===== config.mk =====
export PLATFORM = sky130hd
export DESIGN_NAME = axist_rand_chk_lfsr
export DESIGN_NICKNAME = d
export VERILOG_FILES = /design/src/rtl/axist_chk_pkg.sv /design/src/rtl/axist_rand_chk_lfsr.sv
export SDC_FILE = /design/constraint.sdc
export NUM_CORES = 1
export LEC_CHECK = 0
export CORE_UTILIZATION = 30
export DETAILED_ROUTE_END_ITERATION = 6
export DONT_BUFFER_PORTS = 1
export GPL_TIMING_DRIVEN = 0
export HOLD_SLACK_MARGIN = 0.03
export SYNTH_ARGS = -nofsm -noshare
export SYNTH_HDL_FRONTEND = slang
export SYNTH_SLANG_ARGS = --single-unit
export TNS_END_PERCENT = 10

===== constraint.sdc =====
create_clock -name clk -period 1 [get_ports clk]
set_input_delay 0.1 -clock clk [delete_from_list [all_inputs] [get_ports clk]]
set_output_delay 0.1 -clock clk [all_outputs]
set_load 0.1 [all_outputs]

===== src/rtl/axist_chk_pkg.sv =====
// Shared definitions for the AXI4-ST LFSR pattern checker: data-width modes,
// FSM state type and the LFSR step function also used by the generator side.
package axist_chk_pkg;

  localparam int unsigned FULL = 1;
  localparam int unsigned HALF = 2;

  typedef enum logic [1:0] {
    StIdle,
    StCheck,
    StDone
  } chk_state_e;

  // Values travel right-aligned in an 80-bit container; FULL uses only [39:0].
  function automatic logic [79:0] lfsr_next(input int unsigned mode, input logic [79:0] value);
    logic fb;
    if (mode == HALF) begin
      fb = value[79] ^ value[78] ^ value[42] ^ value[41];
      return {value[78:0], fb};
    end else begin
      fb = value[39] ^ value[37] ^ value[20] ^ value[18];
      return {40'b0, value[38:0], fb};
    end
  endfunction

endpackage


===== src/rtl/axist_rand_chk_lfsr.sv =====
// Expected-value register: loads the seed, or steps one LFSR position per accepted beat.
module axist_rand_chk_lfsr
  import axist_chk_pkg::*;
#(
  parameter int unsigned Mode = FULL,
  parameter int unsigned W    = 40
) (
  input  logic         clk,
  input  logic         rst,
  input  logic         load_i,
  input  logic         step_i,
  input  logic [W-1:0] seed_i,
  output logic [W-1:0] exp_o
);

  logic [W-1:0] exp_q, exp_d;

  always_comb begin
    exp_d = exp_q;
    if (load_i) begin
      exp_d = seed_i;
    end else if (step_i) begin
      exp_d = W'(lfsr_next(Mode, 80'(exp_q)));
    end
  end

  always_ff @(posedge clk or posedge rst) begin
    if (rst) begin
      exp_q <= '0;
    end else begin
      exp_q <= exp_d;
    end
  end

  assign exp_o = exp_q;

endmodule


======== After elaboration in Yosys (flattened, before gate mapping) ========
Index checks and enable logic that the tools add are counted.
operators by class
  shift operators ......................... 0
  multipliers ............................. 0
  $add $sub $neg .......................... 0
  mux-type cells .......................... 2
  reduce and logical (&&, ||, !) cells .... 1
  div/mod/pow operators ................... 0
  equality and inequality tests ........... 0
  bitwise operators ....................... 3
  $lt $le $gt $ge ......................... 0
operators by type and width
  cell                count
  two-way mux 40 bit  2
  XOR 1 bit           3
  nonzero test 2 bit  1
storage, ports and cells
  logic and storage cells ................. 7
  latch bits .............................. 0
  memories kept ........................... 0
  flip-flop bits (word level) ............. 40
  bits in read-only memories .............. 0
  output and inout bits ................... 40
  bits in writable memories ............... 0
  input port bits ......................... 44

======== Longest topological paths before layout ========
  word-level depth ........................ 5
  mapped depth ............................ 5
  gate-level depth less buffers ........... 3

======== Least setup slack after synthesis ========
No wires, ideal clock.
  path type ............................... reg2reg
  start ................................... register exp_q[18] (netlist: exp_o[18])
  end ..................................... register exp_q[0] (netlist: exp_o[0])
  setup time .............................. 0.124 ns
  clock period less this slack ............ 1.496 ns
  data arrival time ....................... 1.372 ns
  slack ................................... -0.496 ns
  path buffers ............................ 0
  cell stages (with the launch flop) ...... 4
  required time ........................... 0.876 ns
  cells stage by stage .................... dfrtp_1 -> xor2_1 -> xnor2_1 -> o21ai_1
on the way
  longest elaborated chain between the ends .. 3
ends and longest elaborated chain
  item                    RTL line                   text
  start, declared         axist_rand_chk_lfsr.sv:16  logic [W-1:0] exp_q, exp_d;
  start signal, assigned  axist_rand_chk_lfsr.sv:31  exp_q <= exp_d;
  XOR 1 bit               axist_chk_pkg.sv:21        fb = value[39] ^ value[37] ^ value[20] ^ value[18];
  two-way mux 40 bit      axist_rand_chk_lfsr.sv:22  end else if (step_i) begin
  two-way mux 40 bit      axist_rand_chk_lfsr.sv:20  if (load_i) begin
No other way between the ends. The select of a mux whose other input is x is not followed.
A chain may end at the register's enable or synchronous reset.

======== Worst setup path after layout ========
  start ................................... register exp_q[39] (netlist: exp_o[39])
  end ..................................... register exp_q[0] (netlist: exp_o[0])
on the way
  longest elaborated chain between the ends .. 5
ends and longest elaborated chain
  item                    RTL line
  XOR 1 bit (3 in a row)  axist_chk_pkg.sv:21
  two-way mux 40 bit      axist_rand_chk_lfsr.sv:22
  two-way mux 40 bit      axist_rand_chk_lfsr.sv:20
No other way between the ends. The select of a mux whose other input is x is not followed.

==> run metrics <==
Ant. Diodes 0; Rel. slew slack 42.9%; syn_area_per_cell 10.7 µm²; end of the critical path exp_o[0]; CTS Hold Bufs 40; YS warnings 0; # DRC 0; Core ar. 0.00603 mm²; DR vias/cell 4.85; syn nets 223; Slew Limit Fails 0; Final HPWL DP 3040 µm; Sw Share 45.5%; Critical Path Fanout Max 3; filler-free cell count of the finished design 302; flop and latch count out of synthesis 40; Post-Place Cells 254; clock share of power 21.9%; Clock Tree Buf Depth 2; vias in the first global route 1502; P&R area growth vs syn 39.8%; Seq pwr share 65.8%; Clk pin slew, worst setup/hold paths 0.08 ns; Critical R2R Capture exp_o[0]; Post-CTS Setup Bufs 0; drt initial violations 49; Chip Width 81.8 µm; initial core utilization 31.7%; Hold Crit Class primary input to asynchronous set/reset pin; Worst Setup SP exp_o[39]; CTS sink cnt 40; cells after synthesis 179; unrepaired setup endpoints after global routing yes; total clock buffers created by CTS 5; worst setup margin -0.216 ns; height of the die 81.8 µm; Final Hold Viols 40; Nets 270; worst skew pair latency 0.29 ns; max reg flops 40; post-DR wirelength/cell 16.2 µm; largest net degree at the start of global routing 41; row count 28; r2r setup slk -0.22 ns; I/O pins 84; Worst Path Required 1.18 ns; Die ar. 0.00669 mm²; Layout Utilization 44.3%; first-pass GRT wire length 7370 µm; register area share after synthesis 52.4%; FF-to-FF path depth 3; final worst-path cycle share 122%; Crit. End Element flop; P_leak 0.00111 µW; post-synth top area cell dfrtp_1; total track usage 15.0%; H-tree depth 2; dpl ws -0.249 ns; FF-to-FF Start exp_o[39]; startpoint types flop; top cells by area, synth dfrtp_1 (52%), mux2i_1 (20%), o21ai_1 (10%); buffers added on ports 0; Setup Skew 0.00369 ns; max_cap viols 0; worst-margin pin slew 0.856 ns; Psw 2330 µW; total grt overflow 0; Worst Path Arrival 1.39 ns; mapped cell area 0.00191 mm²; Gate power share 12.2%; initial antenna violation count 0; antenna-violating nets left 0; TritonCTS clock tree built; Internal Power 2790 µW; root buffer cell clkbuf_8; failing checks negative hold slack, negative setup slack; fin crit period 1.22 ns; Setup CP Type flop to flop; status finished, violations left; Filler cells 572; maximum vdd drop 0.834 mV; TritonRoute pass-1 iters 4; Final TNS setup -1.71 ns; gpl congestion 0.673; PD cells 1920 mW/mm²; final number of setup-violating endpoints 79; vias 1465; Distinct cells, synth 15; layout cells sized above 1 26.0%; Max Clk Rate 823 MHz; Total Wirelength 4890 µm; top cell type's share of synthesized area 52.4%; Hold Slack -0.136 ns
## worst max-delay path: stages (launching register included)
cell and delay, ns:
dfrtp_4 0.64, xor2_4 0.24, xnor2_1 0.16, o21ai_1 0.07
## logic make-up (layout without fill, tap and decap cells)
group	count (synthesis)	count (layout)	synth area share [%]
compound gates	41	41	10.7
simple gates	41	41	8.64
xor+xnor	3	3	1.38
flops	40	40	52.4
buf+inv	15	63	6.42
mux	39	39	20.4
## cell type report
cell class | count | area, µm² | share of cell area (%)
flip-flops and latches | 40 | 1150 | 43.1
multi-input cells | 124 | 813 | 30.4
repair buffers | 40 | 400 | 15.0
plain buffers | 14 | 119 | 4.45
well taps | 75 | 93.8 | 3.51
clock buffers | 8 | 90.1 | 3.37
inverters | 1 | 3.75 | 0.141
## how the worst min path moves through the flow
stage / end / slack, ns / cells past startpoint
after CTS: exp_o[31] / -0.11 / 1
after global placement: exp_o[21] / 0.23 / 2
after global routing: exp_o[33] / -0.06 / 1
after floorplan: exp_o[38] / 0.22 / 2
after detailed placement: exp_o[31] / 0.21 / 1
final: exp_o[38] / -0.14 / 1
## through the flow
| stage | power, µW | hold WS (ns) | cell area, µm² |
|---|---|---|---|
| detailed placement | 3830 | 0.210 | 2080 |
| global route | 5320 | -0.0575 | 2670 |
| finish | 5130 | -0.136 | 2670 |
| CTS | 5170 | -0.107 | 2660 |
| global placement | 3810 | 0.229 | 2080 |
| floorplan | 3690 | 0.222 | 1990 |
## cells in the mapped netlist
master    number
dfrtp_1       40
o21ai_1       40
mux2i_1       39
nand2_1       39
clkbuf_1       5
buf_8          4
buf_2          2
buf_6          2
xor2_1         2
a21oi_1        1
buf_4          1
inv_1          1
nand2b_1       1
nor3b_2        1
xnor2_1        1
## per-layer routing
metal	track usage, %	up-vias	share of wire, %
met5	0	-	0
met4	4.74	0	0.70
met3	4.67	5	6.5
met2	25.5	52	47
met1	17.9	711	46
li1	-	697	-
## timing repair
| item | 4_1_cts | 5_1_grt |
|---|---|---|
| resized for setup | 30 | 1 |
| hold endpoints to repair | 80 | 40 |
| pin swaps | 0 | 1 |
| setup endpoints to repair | 80 | 80 |
## power by group through the flow
| stage | logic [µW] | clock network [µW] | registers (µW) |
|---|---|---|---|
| after CTS | 626 | 1170 | 3370 |
| after detailed placement | 495 | 0 | 3330 |
| after global routing | 696 | 1220 | 3410 |
| final | 627 | 1120 | 3380 |
| after floorplan | 412 | 0 | 3270 |
| after global placement | 482 | 0 | 3330 |
## layout by cell type (no fill, tap or decap), types with 2 or more instances in the layout
master / count
dfrtp_4: 40
nand2_1: 39
buf_8: 4
o21ai_1: 40
dlygate4sd3_1: 40
mux2i_1: 39
clkbuf_1: 7
buf_2: 2
clkbuf_8: 6
buf_6: 2
No activity file was read; power rests on OpenSTA's default activity.
